==> src/rtl/fifo_arb_pkg.sv <==
// Shared definitions for the FIFO write arbiter and its rotate-priority picker.
package fifo_arb_pkg;

    localparam int unsigned NUM_REQ_DFLT   = 4;
    localparam int unsigned BURST_MAX_DFLT = 4;

    typedef enum logic {
        ST_IDLE  = 1'b0,
        ST_GRANT = 1'b1
    } arb_state_e;

    // Ceiling log2 for elaboration-time width calculation; clog2(1) == 0.
    function automatic int unsigned clog2(input int unsigned v);
        int unsigned r;
        r = 0;
        for (int unsigned i = 0; i < 32; i++) begin
            if ((32'd1 << i) < v) r = i + 1;
        end
        return r;
    endfunction

endpackage

==> src/rtl/fifo_rr_pick.sv <==
// Rotate-priority encoder: first set bit of req searching upward from ptr, wrapping modulo N.
module fifo_rr_pick #(
    parameter int unsigned N  = 4,
    parameter int unsigned IW = 2
) (
    input  logic [N-1:0]  req,
    input  logic [IW-1:0] ptr,
    output logic          any,
    output logic [IW-1:0] index
);

    logic [2*N-1:0] rot;

    // Rotate so ptr lands at bit 0, then take the lowest set bit.
    always_comb begin
        rot   = {req, req} >> ptr;
        any   = |req;
        index = '0;
        for (int unsigned j = N; j > 0; j--) begin
            if (rot[j-1]) index = IW'((32'(ptr) + j - 1) % N);
        end
    end

endmodule

==> src/rtl/fifo_wr_arbiter.sv <==
// Round-robin burst arbiter muxing NUM_REQ producers onto one sync FIFO write port.
module fifo_wr_arbiter
    import fifo_arb_pkg::*;
#(
    parameter int unsigned NUM_REQ    = NUM_REQ_DFLT,
    parameter int unsigned DATA_WIDTH = 16,
    parameter int unsigned BURST_MAX  = BURST_MAX_DFLT,
    parameter int unsigned ID_WIDTH   = 2
) (
    input  logic                          sys_clk,
    input  logic                          sys_rst_n,
    input  logic [NUM_REQ-1:0]            req_valid,
    input  logic [NUM_REQ*DATA_WIDTH-1:0] req_data,
    output logic [NUM_REQ-1:0]            req_ready,
    input  logic                          fifo_full,
    output logic                          fifo_wr_req,
    output logic [DATA_WIDTH-1:0]         fifo_wr_data,
    output logic [ID_WIDTH-1:0]           fifo_wr_id,
    output logic                          busy
);

    localparam int unsigned BW = clog2(BURST_MAX) + 1;

    arb_state_e            state, state_nxt;
    logic [ID_WIDTH-1:0]   owner, owner_nxt;
    logic [ID_WIDTH-1:0]   rr_ptr, rr_ptr_nxt;
    logic [ID_WIDTH-1:0]   pick_idx;
    logic [BW-1:0]         beat_cnt, beat_cnt_nxt;
    logic [DATA_WIDTH-1:0] data_hold;
    logic [DATA_WIDTH-1:0] owner_data;
    logic                  owner_valid;
    logic                  pick_any;
    logic                  xfer;

    fifo_rr_pick #(
        .N  (NUM_REQ),
        .IW (ID_WIDTH)
    ) u_pick (
        .req   (req_valid),
        .ptr   (rr_ptr),
        .any   (pick_any),
        .index (pick_idx)
    );

    // Select the current owner's valid bit and data word.
    always_comb begin
        owner_valid = 1'b0;
        owner_data  = '0;
        for (int unsigned k = 0; k < NUM_REQ; k++) begin
            if (owner == ID_WIDTH'(k)) begin
                owner_valid = req_valid[k];
                owner_data  = req_data[k*DATA_WIDTH +: DATA_WIDTH];
            end
        end
    end

    always_comb begin
        state_nxt    = state;
        owner_nxt    = owner;
        rr_ptr_nxt   = rr_ptr;
        beat_cnt_nxt = beat_cnt;
        busy         = 1'b0;
        req_ready    = '0;
        xfer         = 1'b0;
        fifo_wr_req  = 1'b0;
        fifo_wr_data = data_hold;
        fifo_wr_id   = owner;

        case (state)
            ST_IDLE: begin
                if (pick_any) begin
                    owner_nxt    = pick_idx;
                    beat_cnt_nxt = '0;
                    state_nxt    = ST_GRANT;
                end
            end
            ST_GRANT: begin
                busy         = 1'b1;
                req_ready    = fifo_full ? '0 : (NUM_REQ'(1) << owner);
                xfer         = owner_valid & ~fifo_full;
                fifo_wr_req  = xfer;
                fifo_wr_data = owner_data;
                if (xfer) beat_cnt_nxt = beat_cnt + 1'b1;
                // A stalled owner (fifo_full) keeps the grant; only a dropped valid or the last beat releases.
                if (!owner_valid || (xfer && beat_cnt == BW'(BURST_MAX - 1))) begin
                    state_nxt    = ST_IDLE;
                    beat_cnt_nxt = '0;
                    rr_ptr_nxt   = (owner == ID_WIDTH'(NUM_REQ - 1)) ? '0 : owner + 1'b1;
                end
            end
            default: state_nxt = ST_IDLE;
        endcase
    end

    always_ff @(posedge sys_clk or negedge sys_rst_n) begin
        if (!sys_rst_n) begin
            state     <= ST_IDLE;
            owner     <= '0;
            rr_ptr    <= '0;
            beat_cnt  <= '0;
            data_hold <= '0;
        end else begin
            state     <= state_nxt;
            owner     <= owner_nxt;
            rr_ptr    <= rr_ptr_nxt;
            beat_cnt  <= beat_cnt_nxt;
            data_hold <= fifo_wr_data;
        end
    end

endmodule
==> config.mk <==
export PLATFORM = sky130hd
export DESIGN_NAME = fifo_wr_arbiter
export DESIGN_NICKNAME = d
export VERILOG_FILES = /design/src/rtl/fifo_arb_pkg.sv /design/src/rtl/fifo_rr_pick.sv /design/src/rtl/fifo_wr_arbiter.sv
export SDC_FILE = /design/constraint.sdc
export NUM_CORES = 1
export LEC_CHECK = 0
export ABC_AREA = 1
export BUFFER_PORTS_ARGS = -buffer_cell sky130_fd_sc_hd__buf_2
export CAP_MARGIN = 20
export CELL_PAD_IN_SITES_DETAIL_PLACEMENT = 1
export CELL_PAD_IN_SITES_GLOBAL_PLACEMENT = 2
export CORE_MARGIN = 2
export CORE_UTILIZATION = 23
export DETAILED_ROUTE_END_ITERATION = 16
export GPL_ROUTABILITY_DRIVEN = 0
export PLACE_DENSITY = 0.78
export SLEW_MARGIN = 0
export SYNTH_ARGS = -nofsm -noshare
export SYNTH_HDL_FRONTEND = slang
export SYNTH_HIERARCHICAL = 1
export SYNTH_SLANG_ARGS = --single-unit
export TNS_END_PERCENT = 5
==> constraint.sdc <==
create_clock -name sys_clk -period 1.75 [get_ports sys_clk]
set_input_delay 0.175 -clock sys_clk [delete_from_list [all_inputs] [get_ports sys_clk]]
set_output_delay 0.175 -clock sys_clk [all_outputs]
set_load 0.01 [all_outputs]
# Word-level counts from Yosys, hierarchy flattened

Index checks and enable logic that the tools add are counted.

Reductions and logical operators: 8
Div/mod/pow operators: 0
Magnitude comparators: 0
Add/sub/neg operators: 10
Eq/ne operators: 6
$mul: 0
Shift operators: 2
Bitwise operators: 3
Muxes and demuxes: 25

Operators with widths:

| operator                                                               | count |
|---|---|
| 16-bit two-way mux                                                     | 5 |
| 2-bit two-way mux                                                      | 5 |
| 3-bit two-way mux                                                      | 3 |
| 1-bit two-way mux                                                      | 8 |
| 4-bit two-way mux                                                      | 2 |
| 8-bit by 2-bit right shift with 4-bit output                           | 1 |
| 2-bit by 1-bit subtractor with 2-bit output (second input constant)    | 4 |
| 2-bit by 1-bit adder with 2-bit output (second input constant)         | 3 |
| 3-bit case mux with 2 select lines                                     | 1 |
| 2-bit AND reduction                                                    | 3 |
| 2-bit adder (second input constant)                                    | 2 |
| 2-bit equality test (second input constant)                            | 2 |
| 4-bit OR reduction                                                     | 1 |
| 1-bit by 2-bit left shift with 4-bit output (first input constant)     | 1 |
| 3-bit by 1-bit adder with 3-bit output (second input constant)         | 1 |
| 3-bit by 2-bit equality test with 1-bit output (second input constant) | 1 |
| 3-bit by 1-bit != test with 1-bit output (second input constant)       | 1 |
| 2-bit by 1-bit equality test with 1-bit output (second input constant) | 1 |
| 2-bit logical NOT                                                      | 1 |
| 2-bit != test (second input constant)                                  | 1 |
| 1-bit inverter                                                         | 2 |
| 1-bit case mux with 2 select lines                                     | 1 |
| 1-bit bitwise AND                                                      | 1 |
| 1-bit logical AND                                                      | 1 |
| other kinds (2)                                                        | 2 |

Register bits: 24
Logic and storage cells: 59
Memories: 0
Bits in latches: 0
Bits in writable memories: 0
Bits in read-only memories: 0

# Logic depth before layout (Yosys ltp)

Gate-level depths: netlist (run 1).

Depth after elaboration: 10
Gate-level depth with buffers: 12
Mapped depth without buffers: 11

# By module

The synthesis (run 1) kept the hierarchy.

Modules (own cells, without submodules):

| module          | area each (um^2) | cells an instance | seq. area each (um^2) | times used |
|---|---|---|---|---|
| fifo_wr_arbiter | 1,612.8          | 212               | 600.6                 | 1 |
| fifo_rr_pick    | 227.7            | 47                | 0.0                   | 1 |

# Worst setup path before layout (run 1)

Ideal clock, no wire load.

Path kind: register to output
Start point: reg owner[0] (netlist: fifo_wr_id[0])
End point: out fifo_wr_data[0]
Slack: 0.077 ns
Path buffers: 2
Cell stages (with the launch flop): 8
Data arrival time: 1.498 ns
Data required time: 1.575 ns
Cells stage by stage: dfrtp_1 -> inv_1 -> ha_1 -> buf_6 -> inv_2 -> buf_2 -> o211ai_1 -> a21oi_1

Cells in the longest elaborated chain, start to end: 6

Ends and longest elaborated chain:

| what                             | line                   | source |
|---|---|---|
| start: declaration               | fifo_wr_arbiter.sv:25  | `logic [ID_WIDTH-1:0] owner, owner_nxt;` |
| start signal: assignment         | fifo_wr_arbiter.sv:104 | `owner <= owner_nxt;` |
| 2-bit logical NOT                | fifo_wr_arbiter.sv:50  | `if (owner == ID_WIDTH'(k)) begin` |
| 16-bit two-way mux (3 in series) | fifo_wr_arbiter.sv:50  |  |
| 16-bit two-way mux *             | fifo_wr_arbiter.sv:50  |  |
| 16-bit two-way mux *             | fifo_wr_arbiter.sv:69  | `case (state)` |
| end: declaration                 | fifo_wr_arbiter.sv:17  | `output logic [DATA_WIDTH-1:0] fifo_wr_data,` |

Mark *: on every way between the ends. The rest lies on a longest branch, timed or not.

# Worst setup path in the final report (run 1)

Start point: reg owner[0] (netlist: fifo_wr_id[0])
End point: out fifo_wr_data[3]

The elaborated chain is that of the path after synthesis.

==> results of run 1 <==
how the worst max path moves through the flow:
stage                                   to                 startpoint  depth (start not counted)
after floorplan            fifo_wr_data[0]  fifo_wr_id[0]$_DFFE_PN0P_                          7
after global routing      fifo_wr_data[15]  fifo_wr_id[1]$_DFFE_PN0P_                          9
after CTS                 fifo_wr_data[10]  fifo_wr_id[0]$_DFFE_PN0P_                          8
after detailed placement   fifo_wr_data[9]  fifo_wr_id[0]$_DFFE_PN0P_                          9
after global placement     fifo_wr_data[6]  fifo_wr_id[1]$_DFFE_PN0P_                          8
final                      fifo_wr_data[3]  fifo_wr_id[0]$_DFFE_PN0P_                          9
stage by stage:
stage	setup TNS, ps	instances
6_report	-3720	478
5_1_grt	-6290	478
4_1_cts	-3790	474
3_5_place_dp	-218	462
3_3_place_gp	0	462
2_1_floorplan	0	259
cell families after synthesis:
| kind of cell | Yosys count |
|---|---|
| xor gates and xnor gates | 1 |
| buffers and inverters | 36 |
| DFF | 24 |
| adders and majority gates | 6 |
| and+or+nand+nor | 122 |
| AOI/OAI and AO/OA | 70 |
cell type report:
type | instances | area (um2)
sequential | 24 | 601
fill | 990 | 4920
clock inverter | 1 | 30.0
inverter | 23 | 96.3
tap | 102 | 128
timing repair buffer | 124 | 738
multi-input combinational | 200 | 1170
clock buffer | 3 | 41.3
timing repair inverter | 1 | 7.51
flip-flops by register name, summed over array words and instances (netlist names):
register,cells
rr_ptr,2
data_hold,16
state,1
fifo_wr_id,2
beat_cnt,3
layer usage:
metal	global-route usage [%]	vias to the layer above	wire length, um
met5	0	-	0
met4	3.68	0	90
met3	2.58	6	381
met2	28.5	56	3490
met1	21.4	1040	3060
li1	-	1092	-
worst reg2reg max path, delay by kind of cell, from the launching register on:
kind	cells	cell delay, ps
adder cells (fa/ha/maj)	1	170
buffers and inverters	3	320
flip-flops	1	420
AND/OR/NAND/NOR	9	630
power breakdown:
group	internal [W]	switching, W
clock	0.000307	0.000206
combinational	0.00189	0.00254
sequential	0.000838	0.000150
total	0.00304	0.00290
layout by cell type (no fill, tap or decap), types with 4 or more instances in the layout:
cell type,netlist,routed
nand2_4,4,4
o211ai_1,16,16
inv_1,14,11
nor2_1,27,24
buf_4,1,24
a21oi_2,0,11
a21oi_1,51,40
buf_6,4,6
dfrtp_1,24,24
nand2_2,7,7
inv_2,7,9
nand3_1,11,11
buf_2,5,92
nand2_1,66,66
timing repair:
action                                  CTS  global route
gates cloned                              2             0
gates resized for setup                  14            22
pin swaps                                 5             8
endpoints found under the setup margin   20            22
endpoints found under the hold margin    24             0
hold buffers                              1             0
buffers inserted                          5             4
==> insert_results.sql, run 1 <==
INSERT INTO impl_metrics (metric_group, metric, value, unit) VALUES
('status', 'run_status', 'complete, but fails checks', ''),
('status', 'violations', 'negative setup slack', ''),
('yosys', 'post_synth_main_area_contributors', 'dfrtp_1 (33%), a21oi_1 (14%), nand2_1 (13%)', ''),
('sta', 'max_clock_freq', '0.500', 'GHz'),
('routing', 'detail-route-antenna-nets', '0', ''),
('worst_setup_path', 'cp_max_fo', '8', ''),
('routing', 'routed_wire_length', '7020', 'um'),
('floorplanning', 'dieHeight', '93.5', 'um'),
('yosys', 'dominant_combinational_cell_family_by_area_after_synthesis', 'simple AND/OR/NAND/NOR gates', ''),
('pwr', 'peak_supply_drop', '0.000830', 'V'),
('placement', 'dpl.hpwl', '5230', 'um'),
('placement', 'buffer_ports.inserted', '94', ''),
('worst_hold_path', 'timing.hold.worst_endpoint', 'data_hold[1]$_DFF_PN0_', ''),
('worst_setup_path', 'cp.buffers_inverters', '3', ''),
('yosys', 'synth_largest_type_area_fraction', '32.6', '%'),
('placement', 'place_area', '2500', 'um2'),
('placement', 'dp_slack', '-37.1', 'ps'),
('grt', 'grt_first_pass_wirelength', '11400', 'um'),
('yosys', 'cell_area_after_synthesis', '1840', 'um2'),
('yosys', 'yosysSeqAreaShare', '32.6', '%'),
('yosys', 'synth.mux.area_fraction', '0', '%'),
('worst_setup_path', 'worstPathArrival', '1820', 'ps'),
('worst_setup_path', 'ff2ff_path_depth', '13', ''),
('sta', 'timing.final.crit_share', '114', '%'),
('sta', 'rsz_0062_raised_after_global_routing', 'true', ''),
('yosys', 'post_synth_and_or_nand_nor_area_fraction', '31.0', '%'),
('yosys', 'synthTopCellsByCount', 'nand2_1 (66), a21oi_1 (51), nor2_1 (27), dfrtp_1 (24), o211ai_1 (16)', ''),
('worst_setup_path', 'cpMaxStageDelayCell', 'dfrtp_1', ''),
('yosys', 'post_synth.cell_area_avg', '7.11', 'um2'),
('routing', 'drc', '0', ''),
('routing', 'drt_via_density', '4.59', ''),
('pwr', 'cellLeakagePower', '1.44', 'nW'),
('floorplanning', 'pin_count', '95', ''),
('floorplanning', 'rows', '32', ''),
('yosys', 'ffs_w_async_s_r_synth', '100', '%'),
('worst_setup_path', 'end_kind', 'primary output', ''),
('worst_setup_path', 'worst_path_most_repeated_cell', 'nand2_1', ''),
('yosys', 'synth_ff_type', 'dfrtp_1', ''),
('sta', 'worst-slew-pin-transition', '615', 'ps'),
('sta', 'slew_violations', '0', ''),
('worst_hold_path', 'hp_start', 'req_data[49]', ''),
('sta', 'finClkSkew', '8.27', 'ps'),
('cts', 'clock_tree.htree_level_count', '1', ''),
('routing', 'dr.first_iter.drc_count', '42', ''),
('cts', 'cts.sink_count', '24', ''),
('pwr', 'power_density', '2110', 'nW/um2'),
('sta', 'period_needed', '2000', 'ps'),
('sta', 'fin_worst_hold_slack', '212', 'ps'),
('cts', 'cts_tree', 'done', ''),
('yosys', 'fraction_of_the_mapped_netlist_area_in_compound_gates', '21.4', '%'),
('finish', 'layout.core_utilization', '36.4', '%'),
('worst_setup_path', 'cp-start-kind', 'flip-flop', ''),
('worst_setup_path', 'worst_path_dominant_cell_family', 'flip-flops', ''),
('yosys', 'ys_seq_elements', '24', ''),
('yosys', 'mappedNetlistNets', '336', ''),
('grt', 'grt_start_max_net_pins', '25', ''),
('cts', 'path_clk_slew', '100', 'ps'),
('cts', 'worst_skew_pair.late_latency', '280', 'ps'),
('yosys', 'most_repeated_cell_in_the_gate_level_netlist_after_synthesis', 'nand2_1', ''),
('sta', 'max-slew-margin-rel', '59.0', '%'),
('grt', 'antenna_violations_before_repair', '0', ''),
('cts', 'ctsLongestPathBuffers', '2', ''),
('routing', 'wl_per_cell', '14.7', 'um'),
('floorplanning', 'floorplan.die.width', '93.5', 'um'),
('worst_setup_path', 'r2r_setup_slack', '90', 'ps'),
('worst_setup_path', 'crit_path_cell_trace', 'inv_2 > ha_4 > inv_6 > nor2_4 > nand2_1 > nand2_1 > o211ai_1 > a21oi_1 > buf_2', ''),
('sta', 'timing.final.ws_setup', '-249', 'ps'),
('worst_setup_path', 'required_worst_endpoint', '1570', 'ps'),
('yosys', 'synth_enable_flop_cells', '0', ''),
('sta', 'setup_viol_count_final', '18', ''),
('yosys', 'yosys.area_share.adder', '4.08', '%');
(Power assumes the default switching activity.)
==> run 2, diff against run 1 <==
Settings changed: PLACE_DENSITY 0.78 to 0.88.
==> insert_results.sql, run 2 (synthesis gave the netlist of run 1 again) <==
INSERT INTO impl_metrics (metric_group, metric, value, unit) VALUES
('pwr', 'cellLeakagePower', '1.47', 'nW'),
('sta', 'slew_violations', '0', ''),
('worst_setup_path', 'critPathKind', 'reg2out', ''),
('grt', 'grt_overflow_total', '0', ''),
('sta', 'worst-slew-pin-transition', '592', 'ps'),
('sta', 'max_clock_freq', '0.484', 'GHz'),
('sta', 'rsz_0062_raised_after_global_routing', 'true', ''),
('sta', 'setup_viol_count_final', '18', ''),
('cts', 'cts_tree', 'done', ''),
('finish', 'top_register', 'data_hold', ''),
('placement', 'place_area', '2570', 'um2'),
('sta', 'hold_viol', '0', ''),
('floorplanning', 'fp.coreArea', '7730', 'um2'),
('routing', 'drt_via_density', '4.67', ''),
('grt', 'first_global_vias', '2353', ''),
('finish', 'layout.core_utilization', '36.8', '%'),
('cts', 'worst_skew_pair.late_latency', '270', 'ps'),
('routing', 'drc', '0', ''),
('floorplanning', 'die-area', '8730', 'um2'),
('grt', 'global_route.usage.total', '16.5', '%'),
('finish', 'design.final.nets', '464', ''),
('floorplanning', 'pin_count', '95', ''),
('sta', 'finClkSkew', '3.39', 'ps'),
('routing', 'routed_wire_length', '7440', 'um'),
('finish', 'syn_to_layout_area_delta', '54.6', '%'),
('placement', 'buffer_ports.inserted', '94', ''),
('grt', 'grt_start_max_net_pins', '25', ''),
('finish', 'post_layout_instance_area', '2850', 'um2'),
('finish', 'max_ffs_per_register', '16', ''),
('cts', 'ctsLongestPathBuffers', '2', ''),
('worst_setup_path', 'end_kind', 'primary output', ''),
('finish', 'final_cell_mix', 'buf_2 (94), nand2_1 (63), a21oi_1 (38), buf_4 (33), nor2_1 (26)', ''),
('cts', 'cts.sink_count', '24', ''),
('finish', 'num_antenna_cells', '0', ''),
('floorplanning', 'initial_core_util', '23.8', '%'),
('finish', 'sequential_cell_area', '601', 'um2'),
('sta', 'timing.final.ws_setup', '-317', 'ps'),
('routing', 'drtPass1Iterations', '4', ''),
('routing', 'route.vias.total', '2275', ''),
('floorplanning', 'floorplan.die.width', '93.5', 'um'),
('status', 'run_status', 'complete, but fails checks', ''),
('placement', 'dpl.hpwl', '5360', 'um'),
('worst_setup_path', 'cp_max_fo', '5', ''),
('job', 'max_cap_viol_count', '0', ''),
('finish', 'fillCellCount', '1000', ''),
('finish', 'final_common_cell', 'buf_2', ''),
('worst_setup_path', 'cp-start-kind', 'flip-flop', ''),
('status', 'violations', 'negative setup slack', ''),
('floorplanning', 'dieHeight', '93.5', 'um'),
('pwr', 'pnr_total_power', '0.00610', 'W'),
('worst_hold_path', 'min-delay-path-class', 'in2reg', ''),
('sta', 'fin_worst_hold_slack', '244', 'ps'),
('cts', 'path_clk_slew', '90', 'ps'),
('sta', 'timing.final.crit_share', '118', '%'),
('cts', 'cts_buffers', '3', ''),
('routing', 'detail-route-antenna-nets', '0', ''),
('worst_setup_path', 'worstPathArrival', '1890', 'ps'),
('finish', 'reg.largest.list', 'data_hold (16), beat_cnt (3)', ''),
('worst_setup_path', 'required_worst_endpoint', '1570', 'ps'),
('sta', 'fin_setup_tns', '-4140', 'ps'),
('pwr', 'power_density', '2140', 'nW/um2'),
('grt', 'antenna_violations_before_repair', '0', ''),
('cts', 'clock-root-buffer', 'clkbuf_8', ''),
('sta', 'period_needed', '2070', 'ps'),
('cts', 'clock_tree.htree_level_count', '1', ''),
('sta', 'max-slew-margin-rel', '60.5', '%'),
('routing', 'dr.first_iter.drc_count', '67', ''),
('floorplanning', 'rows', '32', ''),
('finish', 'drive_gt1_share', '49.1', '%'),
('grt', 'grt_first_pass_wirelength', '11400', 'um'),
('pwr', 'peak_supply_drop', '0.000640', 'V'),
('finish', 'multi_input_gate_area_in_the_final_layout', '1160', 'um2'),
('routing', 'wl_per_cell', '15.3', 'um');
==> run 2: final timing paths <==
path                       slack [ps]  depth (start not counted)                       to                 startpoint
setup / recovery                 -320                          9          fifo_wr_data[8]  fifo_wr_id[0]$_DFFE_PN0P_
hold / removal                    240                          3   data_hold[0]$_DFF_PN0_               req_data[48]
setup reg to reg                   20                          9  data_hold[11]$_DFF_PN0_  fifo_wr_id[0]$_DFFE_PN0P_
hold reg to reg                   530                          2  beat_cnt[1]$_DFFE_PN0P_    beat_cnt[1]$_DFFE_PN0P_
max in group asynchronous         920                          2  data_hold[12]$_DFF_PN0_                  sys_rst_n
min in group asynchronous         430                          2   data_hold[3]$_DFF_PN0_                  sys_rst_n
==> run 2: worst max-delay path: stages (launching register included) <==
cell,delay [ps]
dfrtp_1,440
buf_6,150
ha_4,190
nor2_4,170
buf_4,140
nand2_1,40
nand2_1,50
o211ai_1,110
a21oi_2,170
buf_2,150
==> run 2: what timing repair did <==
| item | 4_1_cts | 5_1_grt |
|---|---|---|
| hold endpoints to repair | 24 | 0 |
| setup endpoints to repair | 21 | 22 |
| gates resized for setup | 18 | 15 |
| setup buffers | 6 | 6 |
| pin swaps | 4 | 7 |
| hold buffers | 1 | 0 |
| gates cloned | 2 | 0 |
==> run 2: cell type report <==
type	count	share of cell area [%]
clock buffers	3	1.45
inverters	23	3.39
multi-input cells	200	40.7
flip-flops and latches	24	21.1
well taps	102	4.49
repair buffers	134	28.6
repair inverters	1	0.264
==> run 2: per-stage QoR <==
| stage | setup slack, ps | std cells |
|---|---|---|
| finish | -317 | 487 |
| CTS | -260 | 481 |
| detailed placement | -156 | 469 |
| global route | -403 | 487 |
| floorplan | 77.0 | 259 |
| global placement | -99.8 | 469 |
==> run 2: power by group <==
part | switching, W | total, W | internal (W) | leakage (nW)
logic | 0.00264 | 0.00476 | 0.00212 | 1.16
clock network | 0.000182 | 0.000336 | 0.000154 | 0.0216
registers | 0.000162 | 0.00100 | 0.000840 | 0.287
==> run 2: metal layers <==
layer	share of wire [%]	wire length, um	vias up	track usage, %
met5	0	0	-	0
met4	2.2	164	0	5.15
met3	5.3	398	14	2.98
met2	52	3860	73	30.1
met1	41	3020	1072	19.5
li1	-	-	1116	-
